**config.mk**
```make
export PLATFORM = sky130hd
export DESIGN_NAME = param_calc
export DESIGN_NICKNAME = d
export VERILOG_FILES = /design/src/rtl/calc_pkg.sv /design/src/rtl/calc_mult.sv /design/src/rtl/param_calc.sv
export SDC_FILE = /design/constraint.sdc
export NUM_CORES = 1
export LEC_CHECK = 0
export BUFFER_PORTS_ARGS = -buffer_cell sky130_fd_sc_hd__buf_2
export CAP_MARGIN = 20
export CORE_AREA = 2 2 151 153
export CTS_BUF_LIST = sky130_fd_sc_hd__clkbuf_4 sky130_fd_sc_hd__clkbuf_8 sky130_fd_sc_hd__clkbuf_16
export CTS_CLUSTER_SIZE = 20
export DETAILED_ROUTE_END_ITERATION = 8
export DIE_AREA = 0 0 153 155
export SKIP_LAST_GASP = 1
export SYNTH_ARGS = -nofsm -noshare
export SYNTH_HDL_FRONTEND = slang
export SYNTH_SLANG_ARGS = --single-unit
```
**constraint.sdc**
```tcl
create_clock -name clk -period 3.9 [get_ports clk]
set_clock_uncertainty 0.05 [all_clocks]
set_input_delay 0.39 -clock clk [delete_from_list [all_inputs] [get_ports clk]]
set_output_delay 0.39 -clock clk [all_outputs]
set_load 0.01 [all_outputs]
```
**src/rtl/calc_pkg.sv**
```systemverilog
// Shared keycodes, operator and state enums for the param_calc calculator.
package calc_pkg;

    localparam logic [4:0] KEY_SQR     = 5'h01;
    localparam logic [4:0] KEY_CH_SIGN = 5'h02;
    localparam logic [4:0] KEY_EQUALS  = 5'h03;
    localparam logic [4:0] KEY_CA      = 5'h04;
    localparam logic [4:0] KEY_MS      = 5'h05;
    localparam logic [4:0] KEY_MR      = 5'h06;
    localparam logic [4:0] KEY_MC      = 5'h07;
    localparam logic [4:0] KEY_MULTI   = 5'h09;
    localparam logic [4:0] KEY_MINUS   = 5'h0A;
    localparam logic [4:0] KEY_PLUS    = 5'h0B;
    localparam logic [4:0] KEY_CE      = 5'h0C;

    typedef enum logic [1:0] {OP_NONE, OP_ADD, OP_SUB, OP_MUL} op_e;
    typedef enum logic       {ENTRY_NEW, ENTRY_APPEND}         entry_e;
    typedef enum logic [1:0] {M_IDLE, M_RUN, M_DONE}           mstate_e;

    function automatic op_e key2op(input logic [4:0] k);
        case (k)
            KEY_PLUS:  return OP_ADD;
            KEY_MINUS: return OP_SUB;
            KEY_MULTI: return OP_MUL;
            default:   return OP_NONE;
        endcase
    endfunction

endpackage

```
**src/rtl/calc_mult.sv**
```systemverilog
// Iterative signed shift-add multiplier: one multiplier bit per RUN cycle,
// the last (sign) bit carries negative weight.
module calc_mult
    import calc_pkg::*;
#(
    parameter int WIDTH = 16
) (
    input  logic             clk,
    input  logic             rst,
    input  logic             start,
    input  logic             abort,
    input  logic [WIDTH-1:0] a,
    input  logic [WIDTH-1:0] b,
    output logic             busy,
    output logic             done,
    output logic [WIDTH-1:0] product,
    output logic             ovf
);
    localparam int CNT_W = $clog2(WIDTH);
    localparam logic [CNT_W-1:0] LAST = CNT_W'(WIDTH - 1);

    mstate_e             state, state_nx;
    logic [CNT_W-1:0]    cnt;
    logic [2*WIDTH-1:0]  acc;
    logic [2*WIDTH-1:0]  mcand;
    logic [WIDTH-1:0]    mplier;

    always_ff @(posedge clk) begin
        if (rst) state <= M_IDLE;
        else     state <= state_nx;
    end

    always_comb begin
        state_nx = state;
        case (state)
            M_IDLE: if (start)       state_nx = M_RUN;
            M_RUN:  if (cnt == LAST) state_nx = M_DONE;
            M_DONE:                  state_nx = M_IDLE;
            default:                 state_nx = M_IDLE;
        endcase
        if (abort) state_nx = M_IDLE;
    end

    always_ff @(posedge clk) begin
        if (rst) begin
            cnt    <= '0;
            acc    <= '0;
            mcand  <= '0;
            mplier <= '0;
        end else if (state == M_IDLE && start && !abort) begin
            cnt    <= '0;
            acc    <= '0;
            mcand  <= {{WIDTH{a[WIDTH-1]}}, a};
            mplier <= b;
        end else if (state == M_RUN) begin
            // two's-complement weight of the multiplier's sign bit is negative
            if (mplier[0]) acc <= (cnt == LAST) ? acc - mcand : acc + mcand;
            mcand  <= mcand << 1;
            mplier <= mplier >> 1;
            cnt    <= cnt + 1'b1;
        end
    end

    assign busy    = (state != M_IDLE);
    assign done    = (state == M_DONE);
    assign product = acc[WIDTH-1:0];
    assign ovf     = !((&acc[2*WIDTH-1:WIDTH-1]) || !(|acc[2*WIDTH-1:WIDTH-1]));

endmodule

```
**src/rtl/param_calc.sv**
```systemverilog
// Hex pocket-calculator core with chained operators and iterative multiply.
// Optional memory keys MS/MR/MC are built when CALC_MEMORY_EN is defined.
module param_calc
    import calc_pkg::*;
#(
    parameter int WIDTH = 16
) (
    input  logic             clk,
    input  logic             rst,
    input  logic [4:0]       keycode,
    input  logic             newkey,
    output logic [WIDTH-1:0] Xdisplay,
    output logic             LED_NEG_digit,
    output logic             LED_OVW,
    output logic             busy
);
    logic [WIDTH-1:0] x, y;
    op_e              pend;
    entry_e           entry;
    logic             ovw, newkey_q, mul_to_y;
`ifdef CALC_MEMORY_EN
    logic [WIDTH-1:0] mem;
`endif

    logic             key_ev, take, is_ca, resolve;
    logic [WIDTH-1:0] ar_sum, ar_dif, ar_res;
    logic             ar_ovf;
    logic             mul_start, mul_busy, mul_done, mul_ovf;
    logic [WIDTH-1:0] mul_a, mul_prod;

    always_comb begin
        key_ev    = newkey & ~newkey_q;
        is_ca     = key_ev && (keycode == KEY_CA);
        take      = key_ev && !mul_busy;
        resolve   = (pend != OP_NONE) && (entry == ENTRY_APPEND);
        ar_sum    = y + x;
        ar_dif    = y - x;
        ar_res    = ar_sum;
        ar_ovf    = (y[WIDTH-1] == x[WIDTH-1]) && (ar_sum[WIDTH-1] != y[WIDTH-1]);
        if (pend == OP_SUB) begin
            ar_res = ar_dif;
            ar_ovf = (y[WIDTH-1] != x[WIDTH-1]) && (ar_dif[WIDTH-1] != y[WIDTH-1]);
        end
        mul_start = 1'b0;
        mul_a     = y;
        if (take) begin
            case (keycode)
                KEY_PLUS, KEY_MINUS, KEY_MULTI: mul_start = resolve && (pend == OP_MUL);
                KEY_EQUALS: mul_start = (pend == OP_MUL);
                KEY_SQR: begin
                    mul_start = 1'b1;
                    mul_a     = x;
                end
                default: ;
            endcase
        end
    end

    calc_mult #(.WIDTH(WIDTH)) u_mult (
        .clk     (clk),
        .rst     (rst),
        .start   (mul_start),
        .abort   (is_ca),
        .a       (mul_a),
        .b       (x),
        .busy    (mul_busy),
        .done    (mul_done),
        .product (mul_prod),
        .ovf     (mul_ovf)
    );

    always_ff @(posedge clk) begin
        if (rst) begin
            x        <= '0;
            y        <= '0;
            pend     <= OP_NONE;
            entry    <= ENTRY_NEW;
            ovw      <= 1'b0;
            newkey_q <= 1'b0;
            mul_to_y <= 1'b0;
`ifdef CALC_MEMORY_EN
            mem      <= '0;
`endif
        end else begin
            newkey_q <= newkey;
            if (mul_done) begin
                x   <= mul_prod;
                ovw <= mul_ovf;
                if (mul_to_y) y <= mul_prod;
            end
            // CA is honoured even mid-multiply; everything else waits for idle
            if (is_ca) begin
                x     <= '0;
                y     <= '0;
                pend  <= OP_NONE;
                ovw   <= 1'b0;
                entry <= ENTRY_NEW;
            end else if (take) begin
                case (keycode)
                    KEY_PLUS, KEY_MINUS, KEY_MULTI: begin
                        if (!resolve) begin
                            y <= x;
                        end else if (pend == OP_MUL) begin
                            mul_to_y <= 1'b1;
                        end else begin
                            x   <= ar_res;
                            y   <= ar_res;
                            ovw <= ar_ovf;
                        end
                        pend  <= key2op(keycode);
                        entry <= ENTRY_NEW;
                    end
                    KEY_EQUALS: begin
                        if (pend != OP_NONE) begin
                            if (pend == OP_MUL) begin
                                mul_to_y <= 1'b0;
                            end else begin
                                x   <= ar_res;
                                ovw <= ar_ovf;
                            end
                            pend  <= OP_NONE;
                            entry <= ENTRY_NEW;
                        end
                    end
                    KEY_SQR: begin
                        mul_to_y <= 1'b0;
                        entry    <= ENTRY_NEW;
                    end
                    KEY_CH_SIGN: begin
                        x     <= '0 - x;
                        entry <= ENTRY_NEW;
                    end
                    KEY_CE: begin
                        x     <= '0;
                        ovw   <= 1'b0;
                        entry <= ENTRY_NEW;
                    end
`ifdef CALC_MEMORY_EN
                    KEY_MS: begin
                        mem   <= x;
                        entry <= ENTRY_NEW;
                    end
                    KEY_MR: begin
                        x     <= mem;
                        entry <= ENTRY_NEW;
                    end
                    KEY_MC: mem <= '0;
`endif
                    default: begin
                        if (keycode[4]) begin
                            if (entry == ENTRY_NEW) begin
                                x     <= {{(WIDTH-4){1'b0}}, keycode[3:0]};
                                entry <= ENTRY_APPEND;
                                ovw   <= 1'b0;
                            end else begin
                                x <= {x[WIDTH-5:0], keycode[3:0]};
                            end
                        end
                    end
                endcase
            end
        end
    end

    assign Xdisplay      = x;
    assign LED_NEG_digit = x[WIDTH-1];
    assign LED_OVW       = ovw;
    assign busy          = mul_busy;

endmodule

```
# Word-level counts from Yosys, hierarchy flattened
# Index checks and enable logic that the tools add are counted.
# totals
out_inout_bits,19
register_bits,124
word_cells,123
# op_classes
n_reduce_logical,32
n_addsub,6
n_eq_ne,23
n_bitwise,3
n_mux,47
# ops
op,count
$mux 16,18
$mux 32,3
$pmux 16 s5,1
$add 32x32->32,1
$sub 32x32->32,1
$eq 5x4->1 const B,4
$reduce_and 17->1,1
$reduce_or 17->1,1
$add 16x16->16,1
$sub 1x16->16 const A,1
$sub 16x16->16,1
$mux 1,15
$eq 5x2->1 const B,2
$ne 2x2->1 const B,5
$logic_and 1x1->1,8
$pmux 2 s2,2
$reduce_bool 2->1,4
$reduce_and 7->1,1
$eq 2x2->1 const B,3
$mux 2,3
$pmux 1 s3,2
$pmux 2 s3,1
$reduce_and 3->1,2
$reduce_bool 3->1,2
19 further kinds,28

# Longest topological paths before layout
# Gate-level depths: netlist of run 1.
# logic_depth
ltp_word,9
mapped_depth,18
depth_no_buf,16

# Hierarchy
# From an unflattened synthesis of run 1, not the netlist that was laid out.
# hier_totals
cells_unflattened,1415
area_unflattened_um2,10521.3
# by_module_without_submodules
mod,area_each_um2,instances,cells_each
calc_mult,5659.2,1,743
param_calc,4862.2,1,672

# Least setup slack after synthesis of run 1
# Ideal clock, no wire load.
# synth_timing
kind,register to register
startpoint,register u_mult.mcand[8]
endpoint,register u_mult.acc[31]
path_stages_with_launch,15
path_slack_ns,-0.157
t_arrival_ns,3.886
cell_sequence,dfxtp_1 or4_4 nor4_4 nand4b_2 or3_1 or4_4 o31ai_4 xor2_1 ha_1 nand3_1 o21ai_0 a211oi_1 or4_1 nand2_1 mux2_2
# synth_between
elab_chain_cells,2
word_cells_on_any_way,3
classes_between,add/sub: 2; mux: 1
# synth_lines
item,line,text
from (decl),calc_mult.sv:25,logic [2*WIDTH-1:0] mcand;
from (signal assigned),calc_mult.sv:53,"mcand <= {{WIDTH{a[WIDTH-1]}}, a};"
from (signal assigned),calc_mult.sv:58,mcand <= mcand << 1;
$add 32x32->32 or $sub 32x32->32 (tied branches),calc_mult.sv:57,if (mplier[0]) acc <= (cnt == LAST) ? acc - mcand : acc + mcand;
$mux 32 *,calc_mult.sv:57,
to (signal assigned),calc_mult.sv:57,
to (decl),calc_mult.sv:24,logic [2*WIDTH-1:0] acc;
# Every way passes the cells marked *; elsewhere a longest branch is shown, timed or not.
# A chain may end at the register's enable or synchronous reset.

# Worst setup path in the final report of run 1
# Ends and elaborated chain as after synthesis.

==> metrics.md, run 1 <==
| Metric | Value |
|---|---|
| Die height | 155 um |
| PD cells | 355 mW/mm2 |
| Switching Share | 0.312 |
| First-pass GRT wire length | 52,900 um |
| Post-synthesis sequential area ratio | 0.253 |
| Clock latency on the worst-skew pair | 0.43 ns |
| Routability cong. | 0.963 |
| Unrepaired setup endpoints after global routing | yes |
| Crit end category | flop |
| Grt ovf | 0 |
| Clock-pin slew on the worst setup and hold paths | 0.06 ns |
| Setup Slack @ Placement | -0.227 ns |
| Required @ worst endpoint | 4.17 ns |
| CTS tree | done |
| CTS Buf Count | 17 |
| Sequential power share | 0.320 |
| Yosys warns | 0 |
| Starting density of the core | 0.441 |
| FMAX | 241 MHz |
| Initial antenna violation count | 0 |
| Share of total power in the clock network | 0.415 |
| H-tree depth | 4 |
| Row count | 55 |
| Hold Vio Cnt, Final | 0 |
| Flops & latches, synth | 124 |
| Critical path class | reg2reg |
| Adder-cell area share of the yosys netlist | 0.0878 |
| Post-Synthesis Cells | 1,296 |
| Dpl cells | 1,633 |
| Max-cap check violation count | 0 |
| DR pass1 iterations | 6 |
| Leading cell type in the layout, fill and taps excluded | nand2_1 |
| Final setup margin | -0.256 ns |
| Ys async rst share | 0 |
| Die area | 0.0237 mm2 |
| Tmin final | 4.16 ns |
| Ant diodes | 0 |
| Final setup viols | 1 |
| I/O pins | 27 |
| Cell Area, Synth | 0.00980 mm2 |
| Slew HR | 0.220 |
| Worst-path fanout max | 5 |
| GRT Overall Usage | 0.279 |
| Final Non-Filler Cells | 1,669 |
| DRC viols | 0 |
| Most frequent cells in the layout | nand2_1, a21oi_1, dfxtp_1 |
| DRT iter0 DRCs | 957 |
| Final nets | 1,446 |
| DRT Wirelength | 33,200 um |
| Clock Tree Root | clkbuf_16 |
| Post-synth EDFFs | 0 |
| ANT nets after route | 0 |
| Crit path DAT | 4.42 ns |
| Synthesized Nets | 1,371 |
| Mux contribution to synthesized area | 0.0375 |
| Final Power | 4.12 mW |
| Avg Cell Area, Syn | 7.56 um2 |
| Final worst path period share | 1.07 |
| Post-Synth Simple-Gate Area | 0.214 |
| Slew @ Worst Pin | 1.17 ns |
| Core area | 0.0222 mm2 |
| PortBufs | 26 |
| Vias/cell | 6.02 |
| Compound-cell area share of the yosys netlist | 0.284 |
| Power share of the combinational group | 0.265 |
| Pins Over Slew Limit | 0 |
| Startpoint types | flop |
| Number of global-route vias before repair | 9,647 |
| Maximum buffer depth of the clock tree | 2 |
| Maximum vdd drop | 282 uV |
| Switch Pwr | 1.29 mW |
| Clk sink count | 124 |
| Die width | 153 um |
| Largest net degree at the start of global routing | 51 |
| Failing checks | negative setup slack |
| Detailed Place HPWL | 24,600 um |
| Leakage | 4.91 nW |
| Share of layout cells above drive strength 1 | 0.165 |
| Combinational family with the most area after synthesis | compound AO/OA/AOI/OAI gates |
| Avg WL per Cell | 19.9 um |
| Area Overhead vs Synth | 18.5% |
| Vias | 10,044 |
| Int Power | 2.83 mW |
| Status | complete, but fails checks |
| Worst hold path class | in2reg |
| Cells on worst reg2reg path | 14 |
| Ys flop type | dfxtp_1 |
| Unique masters post-synth | 69 |
| Hold Path Depth | 2 |
| Post-synthesis xor/xnor area fraction | 0.0715 |
==> worst paths after layout <==
check                                       start                 to  slack, ns
worst max-delay path              u_mult.mcand[8]     u_mult.acc[31]      -0.26
worst min-delay path                       newkey           newkey_q       0.13
worst max register to register    u_mult.mcand[8]     u_mult.acc[31]      -0.26
worst min register to register  u_mult.mplier[10]  u_mult.mplier[10]       0.41
==> routing by layer <==
metal	GRT usage	share of wire
met4	0.128	0.043
met1	0.354	0.44
met5	0	0
met3	0.0415	0.056
met2	0.469	0.46
==> Yosys cell counts (7+ instances only) <==
| master | count | area [um2] |
|---|---|---|
| o22ai_1 | 13 | 81.3 |
| a22oi_1 | 21 | 158 |
| a211oi_1 | 34 | 255 |
| a31oi_1 | 9 | 56.3 |
| nor3_1 | 39 | 195 |
| inv_1 | 47 | 176 |
| o211ai_1 | 10 | 75.1 |
| and3_1 | 8 | 50.1 |
| xnor2_1 | 42 | 368 |
| a221oi_1 | 18 | 158 |
| nor4_1 | 11 | 68.8 |
| o21a_1 | 8 | 60.1 |
| nand2_1 | 140 | 526 |
| or3_1 | 11 | 68.8 |
| clkbuf_1 | 70 | 263 |
| nand2b_1 | 13 | 81.3 |
| o221ai_1 | 9 | 78.8 |
| a21o_1 | 22 | 165 |
| dfxtp_1 | 124 | 2480 |
| nand3b_1 | 7 | 52.6 |
| buf_1 | 9 | 33.8 |
| nor2b_1 | 27 | 169 |
| xor2_1 | 38 | 333 |
| o31ai_1 | 11 | 82.6 |
| ha_1 | 64 | 801 |
| nor2_1 | 106 | 398 |
| nand3_1 | 25 | 125 |
| a21oi_1 | 138 | 691 |
| a311oi_1 | 16 | 140 |
| nand4_1 | 17 | 106 |
| mux2i_1 | 30 | 300 |
| o21bai_1 | 12 | 90.1 |
| o21ai_0 | 63 | 315 |
==> stage by stage <==
stage | hold slack (ns) | cell area [um2] | utilization | TNS (ns)
6_report | 0.130 | 11600 | 0.522 | -0.256
5_1_grt | 0.144 | 11600 | 0.522 | -0.872
4_1_cts | 0.123 | 11500 | 0.516 | -0.249
3_5_place_dp | 0.401 | 10800 | 0.487 | -0.405
3_3_place_gp | 0.395 | 10800 | 0.487 | -0.229
2_1_floorplan | 0.387 | 9820 | - | -0.0874
==> power by group through the flow <==
stage          logic (mW)  registers, mW  clock network [mW]
3_3_place_gp         1.04           1.34                   0
2_1_floorplan       0.693           1.34                   0
6_report             1.09           1.32                1.71
3_5_place_dp         1.03           1.34                   0
4_1_cts              1.04           1.32                1.73
5_1_grt              1.20           1.32                1.80
==> worst max-delay path, cell delays in order, from the launching register on <==
cell,delay [ns]
dfxtp_1,0.31
or4_4,0.56
nor4_4,0.20
nand4b_2,0.17
or3_1,0.37
or4_4,0.45
o31ai_4,0.18
xor2_1,0.19
ha_1,0.31
a21o_1,0.21
or3_1,0.32
a211oi_2,0.18
o211ai_1,0.12
nand2_1,0.11
mux2_2,0.32
==> cell type report <==
type | instances | area, um2
Clock buffer | 17 | 425
Timing Repair Buffer | 142 | 1000
Multi-Input combinational cell | 1039 | 6970
Sequential cell | 124 | 2480
Tap cell | 285 | 357
Clock inverter | 15 | 195
Inverter | 47 | 176
Fill cell | 2199 | 10600
==> flip-flops by register name, summed over array words and instances (netlist names), 2 cells and up <==
name / count
u_mult.mplier: 16
Xdisplay: 16
u_mult.mcand: 32
u_mult.acc: 32
u_mult.state: 2
y: 16
pend: 2
u_mult.cnt: 4
==> cell families (layout without fill, tap and decap cells) <==
family,after synthesis,count (layout)
AO/OA/AOI/OAI,425,425
XOR/XNOR,80,80
adder cells (fa/ha/maj),67,67
buffers and inverters,133,221
flip-flops,124,124
multiplexers,36,36
AND/OR/NAND/NOR,431,431
==> timing repair <==
item                       in CTS  in global routing
hold buffers                    0                  0
gates resized for setup         4                 30
setup endpoints to repair       7                 14
setup buffers                   0                  3
pin swaps                       2                 11
Note: power is estimated with default switching activity, not from simulation.
==> run 2: changes to the inputs <==
--- a/config.mk
+++ b/config.mk
@@ -5,14 +5,16 @@
 export SDC_FILE = /design/constraint.sdc
 export NUM_CORES = 1
 export LEC_CHECK = 0
+export ABC_AREA = 0
 export BUFFER_PORTS_ARGS = -buffer_cell sky130_fd_sc_hd__buf_2
 export CAP_MARGIN = 20
-export CORE_AREA = 2 2 151 153
+export CORE_AREA = 2 2 156 158
 export CTS_BUF_LIST = sky130_fd_sc_hd__clkbuf_4 sky130_fd_sc_hd__clkbuf_8 sky130_fd_sc_hd__clkbuf_16
 export CTS_CLUSTER_SIZE = 20
 export DETAILED_ROUTE_END_ITERATION = 8
-export DIE_AREA = 0 0 153 155
+export DIE_AREA = 0 0 158 160
 export SKIP_LAST_GASP = 1
 export SYNTH_ARGS = -nofsm -noshare
 export SYNTH_HDL_FRONTEND = slang
+export SYNTH_HIERARCHICAL = 1
 export SYNTH_SLANG_ARGS = --single-unit
==> run 2 against run 1 <==
Net effect:
- the run now ends clean
- register-to-register slack better by 0.30 ns
- sequential power hardly changed
- fmax is 7.9% higher
- flip-flop and latch count stayed put
- combinational power is 32% lower
- final area is 1.5% higher
- worst setup slack better by 0.30 ns
==> metrics.md, run 2 <==
| Metric | Value |
|---|---|
| Status | finished clean |
| Max-cap check violation count | 0 (unchanged) |
| Worst-path fanout max | 7 (+2) |
| Die height | 160 um (+3.2%) |
| ANT nets after route | 0 (unchanged) |
| DRT iter0 DRCs | 1,231 (+29%) |
| Critical path class | reg2reg |
| DRC viols | 0 (unchanged) |
| GRT Overall Usage | 0.281 (+0.00160) |
| DR pass1 iterations | 5 (-1) |
| Biggest regs | u_mult/acc (32), u_mult/mcand (32) |
| Unrepaired setup endpoints after global routing | yes |
| Crit path cell chain | or4_4 -> or4_4 -> o21ai_0 -> xor2_1 -> ha_1 -> a21oi_1 -> o21ai_0 -> a221o_1 -> a31o_2 -> a41oi_1 -> buf_4 -> or4_1 -> nand3_1 |
| Startpoint types | flop |
| Slew @ Worst Pin | 0.956 ns (-0.210 ns) |
| Routability cong. | 0.967 (+0.38%) |
| Post-CTS Hold Buffers | 0 (unchanged) |
| Tmin final | 3.85 ns (-0.304 ns) |
| Most frequent cells in the layout | nand2_1, a21oi_1, dfxtp_1 |
| Setup TNS | 0 ns (+0.256 ns) |
| Min-delay src | newkey |
| Multi-input combinational cell area | 0.00743 mm2 (+6.7%) |
| Placement-stage cell area | 0.0111 mm2 (+2.9%) |
| Slowest CP cell | or4_4 |
| Register area | 0.00248 mm2 (unchanged) |
| Final nets | 1,501 (+3.8%) |
| Row count | 57 (+3.6%) |
| Crit end category | flop |
| Slew HR | 0.363 (+0.143) |
| Ys async rst share | 0 (unchanged) |
| Largest net degree at the start of global routing | 42 (-18%) |
| Largest area contributor in the netlist | dfxtp_1 |
| Yosys warns | 6 (+6) |
| I/O pins | 27 (unchanged) |
| CTS Buf Count | 17 (unchanged) |
| PortBufs | 26 (unchanged) |
| Avg WL per Cell | 20.3 um (+1.9%) |
| Pins Over Slew Limit | 0 (unchanged) |
| Unique masters post-synth | 87 (+26%) |
| Share of layout cells above drive strength 1 | 0.140 (-0.0244) |
| Worst path max stage delay | 0.53 ns (-0.03 ns) |
| Final hold slack | 0.165 ns (+0.0348 ns) |
| Clk sink count | 124 (unchanged) |
| Number of global-route vias before repair | 9,918 (+2.8%) |
| CP Launch Point | u_mult/mcand[10] |
| Detailed Place HPWL | 26,400 um (+7.0%) |
| Synthesized Nets | 1,490 (+8.7%) |
| Leakage | 4.70 nW (-4.3%) |
| Initial antenna violation count | 0 (unchanged) |
| Ant diodes | 0 (unchanged) |
| H-tree depth | 4 (unchanged) |
| Most common cell in the netlist | nand2_1 |
| CTS tree | done |
| Post-synthesis sequential area ratio | 0.236 (-0.0174) |
| Maximum buffer depth of the clock tree | 2 (unchanged) |
| Die width | 158 um (+3.3%) |
| Core area | 0.0238 mm2 (+7.2%) |
| Flops & latches, synth | 124 (unchanged) |
| Area Overhead vs Synth | 12.0% |
| CP Buf/Inv Count | 1 (+1) |
| Commonest cells post-synth | nand2_1, a21oi_1, dfxtp_1 |
| Final worst path period share | 0.988 (-0.0779) |
| Grt ovf | 0 (unchanged) |
| Synth top area share | 0.236 (-0.0174) |
| Crit path DAT | 4.12 ns (-0.30 ns) |
| Maximum vdd drop | 255 uV (-9.5%) |
| Worst hold path class | in2reg |
| Hold Vio Cnt, Final | 0 (unchanged) |
| RR Startpoint | u_mult/mcand[10] |
| Required @ worst endpoint | 4.17 ns (about the same) |
| Die area | 0.0253 mm2 (+6.6%) |
| PD cells | 307 mW/mm2 (-14%) |
| Ranking of synthesized cells by area | dfxtp_1, ha_1, a21oi_1 |
| Ys flop type | dfxtp_1 |
| Vias/cell | 6.23 (+3.5%) |
| Starting density of the core | 0.442 (+0.000829) |
| Cell Area, Synth | 0.0105 mm2 (+7.4%) |
| Avg Cell Area, Syn | 7.44 um2 (-1.7%) |
| FMAX | 260 MHz (+7.9%) |
| Post-synth EDFFs | 0 (unchanged) |
| Clock Tree Root | clkbuf_16 |
| First-pass GRT wire length | 55,800 um (+5.4%) |
| FILL cells | 2,392 (+8.8%) |
| DRT Wirelength | 35,800 um (+7.7%) |
| Post-Synthesis Cells | 1,415 (+9.2%) |
| Vias | 10,978 (+9.3%) |
| Final setup viols | 0 (-1) |
| Clock-pin slew on the worst setup and hold paths | 0.07 ns (about the same) |
| Final Cell Area | 0.0118 mm2 (+1.5%) |
| Leading cell type in the layout, fill and taps excluded | nand2_1 |
| Clock latency on the worst-skew pair | 0.43 ns (about the same) |
| Delay-heaviest family, CP | compound AO/OA/AOI/OAI gates |
==> run 2: metal layers <==
metal	wire, um	global-route usage	vias up
li1	-	-	5195
met1	17000	0.430	5213
met2	14900	0.400	529
met3	3460	0.0594	41
met4	438	0.0606	0
met5	0	0	-
==> run 2: stage by stage <==
| step | instances | power [mW] | util | setup WS (ns) |
|---|---|---|---|---|
| 2_1_floorplan | 1415 | 1.82 | - | 0.0264 |
| 3_3_place_gp | 1729 | 2.03 | 0.468 | 0.0408 |
| 3_5_place_dp | 1729 | 2.03 | 0.468 | -0.00668 |
| 4_1_cts | 1763 | 3.60 | 0.492 | 0.00843 |
| 5_1_grt | 1763 | 3.74 | 0.495 | -0.178 |
| 6_report | 1763 | 3.61 | 0.495 | 0.0476 |
==> run 2: path summary, 6_finish.rpt <==
path                  endpoint  slack (ns)  depth (start not counted)
max             u_mult/acc[30]        0.05                         13
min                   newkey_q        0.17                          2
max reg2reg     u_mult/acc[30]        0.05                         13
min reg2reg  u_mult/mplier[10]        0.41                          2
==> run 2: final cells by class <==
class,instances,share of cell area
clock buffers,18,0.0367
clock inverters,14,0.0114
inverters,46,0.0147
multi-input cells,1132,0.631
flip-flops and latches,124,0.211
well taps,324,0.0344
repair buffers,105,0.0614
==> run 2: where the power goes <==
| group | switching (mW) | internal [mW] |
|---|---|---|
| Clock | 0.678 | 0.897 |
| Sequential | 0.0213 | 1.28 |
| Combinational | 0.451 | 0.285 |
| Total | 1.15 | 2.46 |
==> run 2: kinds of logic after synthesis <==
group,count (synthesis),synth area share
AND/OR/NAND/NOR,483,0.220
AO/OA/AOI/OAI,454,0.280
buffers and inverters,159,0.0666
flip-flops,124,0.236
XOR/XNOR,79,0.0658
adder cells (fa/ha/maj),67,0.0818
multiplexers,49,0.0501
==> run 2: worst register-to-register path, cell delays in order (launching register included) <==
cell,delay [ns]
dfxtp_1,0.31
or4_4,0.53
or4_4,0.45
o21ai_0,0.22
xor2_1,0.27
ha_1,0.36
a21oi_1,0.22
o21ai_0,0.17
a221o_1,0.34
a31o_2,0.23
a41oi_1,0.25
buf_4,0.18
or4_1,0.10
nand3_1,0.07
==> run 2: timing repair <==
action / in CTS / in global routing
gates resized for setup: 3 / 11
pin swaps: 3 / 3
endpoints found under the setup margin: 1 / 9
endpoints found under the hold margin: 0 / 0
buffers inserted: 2 / 0
